[config.mk]
export PLATFORM = sky130hd
export DESIGN_NAME = memory_port_arbiter
export DESIGN_NICKNAME = d
export VERILOG_FILES = /design/src/rtl/mem_arb_pkg.sv /design/src/rtl/mem_latency_counter.sv /design/src/rtl/memory_port_arbiter.sv
export SDC_FILE = /design/constraint.sdc
export NUM_CORES = 1
export LEC_CHECK = 0
export BUFFER_PORTS_ARGS = -buffer_cell sky130_fd_sc_hd__buf_2
export CAP_MARGIN = 10
export CORE_AREA = 2 2 79 81
export DETAILED_ROUTE_END_ITERATION = 12
export DIE_AREA = 0 0 81 83
export PLACE_DENSITY_LB_ADDON = 0.25
export SYNTH_ARGS = -nofsm -noshare
export SYNTH_HDL_FRONTEND = slang
export SYNTH_HIERARCHICAL = 1
export SYNTH_SLANG_ARGS = --single-unit
[constraint.sdc]
create_clock -name clk -period 1.8 [get_ports clk]
set_clock_uncertainty 0.1 [all_clocks]
set_input_delay 0.09 -clock clk [delete_from_list [all_inputs] [get_ports clk]]
set_output_delay 0.09 -clock clk [all_outputs]
set_load 0.02 [all_outputs]
[src/rtl/mem_arb_pkg.sv]
// Shared types for the instruction/data memory port arbiter.
package mem_arb_pkg;

    typedef enum logic {
        ARB_IDLE = 1'b0,
        ARB_WAIT = 1'b1
    } arb_state_t;

    typedef enum logic {
        OWN_IF = 1'b0,
        OWN_D  = 1'b1
    } owner_t;

endpackage

[src/rtl/mem_latency_counter.sv]
// Loadable down-counter that tracks the remaining cycles of an outstanding memory read.
module mem_latency_counter #(
    parameter int W = 2
) (
    input  logic         clk,
    input  logic         reset,
    input  logic         load,
    input  logic [W-1:0] value,
    output logic [W-1:0] count,
    output logic         done
);

    logic [W-1:0] r_count;

    always_ff @(posedge clk) begin
        if (!reset) begin
            r_count <= '0;
        end else if (load) begin
            r_count <= value;
        end else if (r_count != '0) begin
            r_count <= r_count - 1'b1;
        end
    end

    // done marks the cycle whose decrement takes the count to zero
    assign count = r_count;
    assign done  = (r_count == W'(1));

endmodule

[src/rtl/memory_port_arbiter.sv]
// Shares one single-port memory between the fetch path and the load/store path,
// with data priority, a fetch starvation guard and fixed-latency read return routing.
module memory_port_arbiter
    import mem_arb_pkg::*;
#(
    parameter int ADDR_WIDTH   = 10,
    parameter int DATA_WIDTH   = 32,
    parameter int MEM_LATENCY  = 1,
    parameter int STARVE_LIMIT = 4
) (
    input  logic                  clk,
    input  logic                  reset,
    input  logic                  if_req,
    input  logic [ADDR_WIDTH-1:0] if_addr,
    output logic                  if_gnt,
    output logic                  if_rvalid,
    output logic [DATA_WIDTH-1:0] if_rdata,
    input  logic                  d_req,
    input  logic                  d_we,
    input  logic [ADDR_WIDTH-1:0] d_addr,
    input  logic [DATA_WIDTH-1:0] d_wdata,
    output logic                  d_gnt,
    output logic                  d_rvalid,
    output logic [DATA_WIDTH-1:0] d_rdata,
    output logic                  mem_en,
    output logic                  mem_we,
    output logic [ADDR_WIDTH-1:0] mem_addr,
    output logic [DATA_WIDTH-1:0] mem_wdata,
    input  logic [DATA_WIDTH-1:0] mem_rdata,
    output logic                  pc_stall
);

    localparam int LAT_W = $clog2(MEM_LATENCY + 1);
    localparam int STV_W = $clog2(STARVE_LIMIT + 1);

    arb_state_t       r_state, w_state_next;
    owner_t           r_owner, w_owner_next;
    logic [STV_W-1:0] r_starve, w_starve_next;
    logic [LAT_W-1:0] w_lat_count;
    logic             w_lat_done;
    logic             w_lat_load;
    logic             w_ret;
    logic             w_opp;
    logic             w_if_wins;
    logic             w_if_gnt;
    logic             w_d_gnt;

    mem_latency_counter #(
        .W(LAT_W)
    ) u_lat (
        .clk   (clk),
        .reset (reset),
        .load  (w_lat_load),
        .value (LAT_W'(MEM_LATENCY)),
        .count (w_lat_count),
        .done  (w_lat_done)
    );

    assign w_ret     = (r_state == ARB_WAIT) && w_lat_done;
    assign w_opp     = (r_state == ARB_IDLE) || w_ret;
    assign w_if_wins = if_req && (!d_req || (r_starve == STV_W'(STARVE_LIMIT)));
    // Everything is gated by reset so a held-low reset silences all outputs.
    assign w_if_gnt  = reset && w_opp && w_if_wins;
    assign w_d_gnt   = reset && w_opp && d_req && !w_if_wins;

    always_ff @(posedge clk) begin
        if (!reset) begin
            r_state  <= ARB_IDLE;
            r_owner  <= OWN_IF;
            r_starve <= '0;
        end else begin
            r_state  <= w_state_next;
            r_owner  <= w_owner_next;
            r_starve <= w_starve_next;
        end
    end

    always_comb begin
        w_state_next  = r_state;
        w_owner_next  = r_owner;
        w_starve_next = r_starve;
        w_lat_load    = 1'b0;
        if_gnt        = w_if_gnt;
        d_gnt         = w_d_gnt;
        if_rvalid     = 1'b0;
        d_rvalid      = 1'b0;
        if_rdata      = '0;
        d_rdata       = '0;
        mem_en        = 1'b0;
        mem_we        = 1'b0;
        mem_addr      = '0;
        mem_wdata     = '0;
        pc_stall      = 1'b0;

        if (reset) begin
            if (w_opp) begin
                mem_en = w_if_gnt || w_d_gnt;
                if (w_if_gnt) begin
                    mem_addr = if_addr;
                end else if (w_d_gnt) begin
                    mem_we    = d_we;
                    mem_addr  = d_addr;
                    mem_wdata = d_wdata;
                end

                if (w_if_gnt || !if_req) begin
                    w_starve_next = '0;
                end else if (r_starve != STV_W'(STARVE_LIMIT)) begin
                    w_starve_next = r_starve + 1'b1;
                end

                if (w_if_gnt || (w_d_gnt && !d_we)) begin
                    w_state_next = ARB_WAIT;
                    w_lat_load   = 1'b1;
                    w_owner_next = w_if_gnt ? OWN_IF : OWN_D;
                end else begin
                    w_state_next = ARB_IDLE;
                end
            end else if (w_lat_count == '0) begin
                w_state_next = ARB_IDLE;
            end

            if_rvalid = w_ret && (r_owner == OWN_IF);
            d_rvalid  = w_ret && (r_owner == OWN_D);
            if_rdata  = mem_rdata;
            d_rdata   = mem_rdata;
            pc_stall  = (if_req && !w_if_gnt) ||
                        ((r_state == ARB_WAIT) && (r_owner == OWN_IF) && !w_ret);
        end
    end

endmodule

### Word-level counts from Yosys, hierarchy flattened

Index checks and enable logic that the tools add are counted.
Widths: inputs -> output; s select.

| operators by class | value |
|---|---|
| reductions and logical operators | 27 |
| muxes and demuxes | 28 |
| eq/ne operators | 3 |
| bitwise gates (word level) | 2 |
| add/subtract/negate cells | 2 |

Operator list:

| kind | number |
|---|---|
| $mux 32 | 5 |
| $mux 10 | 4 |
| $mux 1 | 17 |
| $logic_and 1x1->1 | 12 |
| $logic_not 1->1 | 6 |
| $logic_or 1x1->1 | 6 |
| $mux 3 | 2 |
| $reduce_and 2->1 | 2 |
| $add 3x1->3 const B | 1 |
| $eq 3x3->1 const B | 1 |
| $ne 3x3->1 const B | 1 |
| $ne 2x2->1 const B | 1 |
| $not 1->1 | 2 |
| $reduce_bool 2->1 | 1 |
| $sub 1x1->1 const B | 1 |

| storage, ports and cells | value |
|---|---|
| register bits | 6 |
| output and inout port bits | 113 |

### Depth between registers and ports, before layout

| logic depth | value |
|---|---|
| depth in word-level cells | 11 |
| depth in mapped cells | 7 |
| depth with buffers taken out | 6 |

### Modules after synthesis

The synthesis kept the hierarchy.

Modules (own cells, without submodules):

| module | cells an instance | instances | seq. area each (sq um) | area an instance (sq um) |
|---|---|---|---|---|
| memory_port_arbiter | 186 | 1 | 100.1 | 1,273.7 |
| mem_latency_counter | 3 | 1 | 20.0 | 33.8 |

### Least setup slack after synthesis

OpenSTA, ideal clock, no wires.

| path | value |
|---|---|
| path type | register to output |
| from | register r_starve[0] |
| to | output port mem_wdata[18] |
| data required time | 1.610 ns |
| path slack | 0.094 ns |
| path buffers | 1 |
| stages on the path, launching flop included | 7 |
| data arrival time | 1.516 ns |
| path through | dfxtp_1 -> inv_1 -> ha_1 -> a21boi_4 -> o2111a_2 -> buf_4 -> and2_1 |

| on the way | value |
|---|---|
| word-level cells in the longest chain between the ends | 9 |
| elaborated cells between the ends (all ways) | 10 |

RTL lines:

| item | line | text |
|---|---|---|
| from (decl) | memory_port_arbiter.sv:38 | `logic [STV_W-1:0] r_starve, w_starve_next;` |
| from (signal assigned) | memory_port_arbiter.sv:74 | `r_starve <= w_starve_next;` |
| $eq 3x3->1 | memory_port_arbiter.sv:61 | `assign w_if_wins = if_req && (!d_req \|\| (r_starve == STV_W'(STARVE_LIMIT)));` |
| $logic_or 1x1->1 | memory_port_arbiter.sv:61 |  |
| $logic_and 1x1->1 | memory_port_arbiter.sv:61 |  |
| $logic_not 1->1 | memory_port_arbiter.sv:64 | `assign w_d_gnt = reset && w_opp && d_req && !w_if_wins;` |
| $logic_and 1x1->1 | memory_port_arbiter.sv:64 |  |
| via d_gnt | memory_port_arbiter.sv:22 | `output logic d_gnt,` |
| $mux 32 | memory_port_arbiter.sv:100 | `end else if (w_d_gnt) begin` |
| $mux 32 | memory_port_arbiter.sv:98 | `if (w_if_gnt) begin` |
| $mux 32 | memory_port_arbiter.sv:96 | `if (w_opp) begin` |
| $mux 32 | memory_port_arbiter.sv:95 | `if (reset) begin` |
| to (decl) | memory_port_arbiter.sv:28 | `output logic [DATA_WIDTH-1:0] mem_wdata,` |

The timed path passes the listed nets, and every way through them passes these cells.

### Worst setup path after layout

| path | value |
|---|---|
| from | register r_starve[0] |
| to | output port mem_wdata[18] |

| on the way | value |
|---|---|
| word-level cells in the longest chain between the ends | 9 |
| elaborated cells between the ends (all ways) | 10 |

RTL lines:

| item | line |
|---|---|
| $eq 3x3->1 (*) | memory_port_arbiter.sv:61 |
| $logic_or 1x1->1 (*) | memory_port_arbiter.sv:61 |
| $logic_and 1x1->1 (*) | memory_port_arbiter.sv:61 |
| $logic_not 1->1 | memory_port_arbiter.sv:64 |
| $logic_and 1x1->1 | memory_port_arbiter.sv:64 |
| $mux 32 | memory_port_arbiter.sv:100 |
| $mux 32 (*) | memory_port_arbiter.sv:98 |
| $mux 32 (*) | memory_port_arbiter.sv:96 |
| $mux 32 (*) | memory_port_arbiter.sv:95 |

Every way passes the cells marked *; elsewhere a longest branch is shown, timed or not.

==> impl_metrics.csv <==
group,metric,value,unit
grt,grt-ovfl-total,0,
routing,drtAntennaViolNets,0,
synthesis,ys_async_sr_fraction,0,
clock_network,hold_buffers,0,
worst_setup_path,critical_path.cell_chain,"inv_2 -> ha_4 -> a21boi_4 -> o2111a_2 -> buf_4 -> buf_16 -> and2_1 -> buf_6",
synthesis,synth_warnings,6,
outcome,violations,"setup timing",
synthesis,synth_top_flop_cell,"dfxtp_1",
timing,hold_ws,97.0,ps
timing,max_freq,549,MHz
place,gp_congestion,0.779,
routing,drt-initial-drc-count,73,
die,core_area,5820,um^2
cells_and_area,n_antenna_cell,0,
worst_setup_path,max_stage_delay,320,ps
clock_network,cts_sinks,6,
cells_and_area,fill_cells,588,
outcome,run_status,"finished with violations",
die,rows,28,
grt,grt_util_all_layers,0.143,
grt,grt_pass1_vias,1781,
place,place.port_buffers,201,
worst_setup_path,path_max_fanout,8,
worst_hold_path,hold_class,"in -> reg",
clock_network,cts-buffers-inserted,3,
die,initial_core_util,0.225,
grt,grt_max_degree,35,
synthesis,synth_area,1310,um^2
timing,slew_viol_final,0,
timing,setup_viol,15,
timing,setup_tns,-166,ps
synthesis,synth_area_per_cell,6.92,um^2
synthesis,synth_edf_count,0,
routing,via_per_inst,4.27,
synthesis,syn-instance-count,189,
timing,setup_ws,-21.8,ps
clock_network,root_buffer,"clkbuf_8",
routing,vias,1873,
synthesis,netlist.area_leader.share,0.311,
worst_setup_path,cp_slowest_cell,"dfxtp_2",
worst_setup_path,required,1610,ps
power,p_leak,1.52,nW
flow_run,maxCapViolations,0,
routing,drtPass1Iterations,4,
clock_network,clock_latency,220,ps
cells_and_area,nets,457,
place,dp.final_hpwl,3910,um
grt,grt_pass1_wl,7870,um
die,die_area,6720,um^2
synthesis,synth_largest_area_cell,"and2_1",
power,power_density,382,nW/um^2
clock_network,path_clk_slew,40,ps
place,placed_cell_area,2150,um^2
cells_and_area,multi_input_area,935,um^2
synthesis,synth.most_common_cell,"and2_1",
timing,fin_crit_sh,1.01,
timing,hold_viol,0,
grt,grt_antenna_before_repair,0,
cells_and_area,drive_above_1_share,0.703,
routing,totalWireLength,5220,um
cells_and_area,area_growth_syn_to_layout,104,%
synthesis,synth_cell_types,24,
routing,drc,0,
worst_setup_path,startpoint_type,"register",
cells_and_area,regArea,123,um^2
synthesis,yosysSeqAreaShare,0.0919,
die,die_w,81,um
die,die_h,83,um
synthesis,ys_ff_latch,6,
routing,wl_per_cell,11.9,um
power,power,1.02,mW
synthesis,yosys-top-cells-count,"and2_1, buf_4, nand4_1",
clock_network,clk_path_buf_depth,2,
clock_network,cts_tree,"done",
power,peakVddDrop,0.236,mV
worst_hold_path,worstHoldPathCells,3,
worst_setup_path,end_kind,"output pin",
cells_and_area,finalInstanceArea,2670,um^2
place,dp.cells,425,
die,io_pins,202,
worst_setup_path,critPathKind,"reg -> out",
worst_setup_path,rr_worst_depth,7,
synthesis,synth_area_leaders,"and2_1, buf_4, dfxtp_1, mux2i_1, nand4_1",
timing,min_period,1820,ps
clock_network,htree_num_levels,1,
synthesis,synth_fp_nets,280,
worst_setup_path,critPathArrivalTime,1630,ps
timing,rsz0062_at_grt,"true",
cells_and_area,stdcell_count,439,
==> layout by cell type (no fill, tap or decap), types with 2 or more instances in the layout <==
cell	count
buf_16	3
nand4_1	13
a31oi_1	2
inv_2	2
buf_6	35
buf_4	22
nor2_1	6
buf_2	156
and2_1	40
nor2b_1	2
inv_1	3
nand2_1	5
dfxtp_2	2
nand2b_1	3
dfxtp_1	4
a21oi_1	4
clkbuf_8	3
and2_4	25
buf_12	2
o21ai_0	2
mux2i_1	9
nand3_1	11
==> registers in the layout, indices dropped and copies added (netlist names) <==
name / flops
r_starve: 3
r_owner: 1
r_state: 1
u_lat/count: 1
==> stage by stage <==
step,util,setup WS (ps)
final,0.460,-21.8
after global routing,0.460,-73.5
after CTS,0.448,-43.6
after detailed placement,0.370,102
after global placement,0.370,127
after floorplan,-,94.1
==> power by group <==
group | switching, mW | internal (mW) | total [mW]
Combinational | 0.354 | 0.320 | 0.675
Sequential | 0.00413 | 0.140 | 0.144
Clock | 0.0601 | 0.144 | 0.204
==> cell families after synthesis <==
family	after synthesis	synth area share
compound gates	11	0.0651
fa+ha+maj	2	0.0191
buf+inv	51	0.254
flops	6	0.0919
mux	10	0.0766
other cells	1	0.00287
simple gates	108	0.491
==> final cells by class <==
class | count | share of cell area
Sequential cell | 6 | 0.0459
Clock buffer | 3 | 0.0154
Inverter | 5 | 0.00702
Timing Repair Buffer | 218 | 0.547
Tap cell | 75 | 0.0351
Multi-Input combinational cell | 132 | 0.350
==> metal layers <==
metal | routed length (um) | vias up | part of all wire | global-route usage
li1 | - | 944 | - | -
met1 | 1970 | 821 | 0.38 | 0.168
met5 | 0 | - | 0 | 0
met2 | 2710 | 106 | 0.52 | 0.264
met4 | 8 | 0 | 0.0015 | 0.0200
met3 | 520 | 2 | 0.10 | 0.0315
==> final timing paths <==
| path | start | end | slack [ps] |
|---|---|---|---|
| hold reg to reg | r_starve[2] | r_starve[2] | 450 |
| setup reg to reg | r_starve[0] | r_owner | 240 |
| hold / removal | if_req | r_starve[1] | 100 |
| setup / recovery | r_starve[0] | mem_wdata[18] | -20 |
==> worst max-delay path, delay by kind of cell, from the launching register on <==
kind	cells	cell delay, ps
fa+ha+maj	1	130
simple gates	1	160
compound gates	2	330
buf+inv	4	480
flops	1	320
==> repair_timing <==
item,CTS,global route
setup endpoints to repair,46,45
gates resized for setup,91,24
setup buffers,6,2
cloned,3,0
pin swaps,9,4
Power figures use the tool's default switching activity.
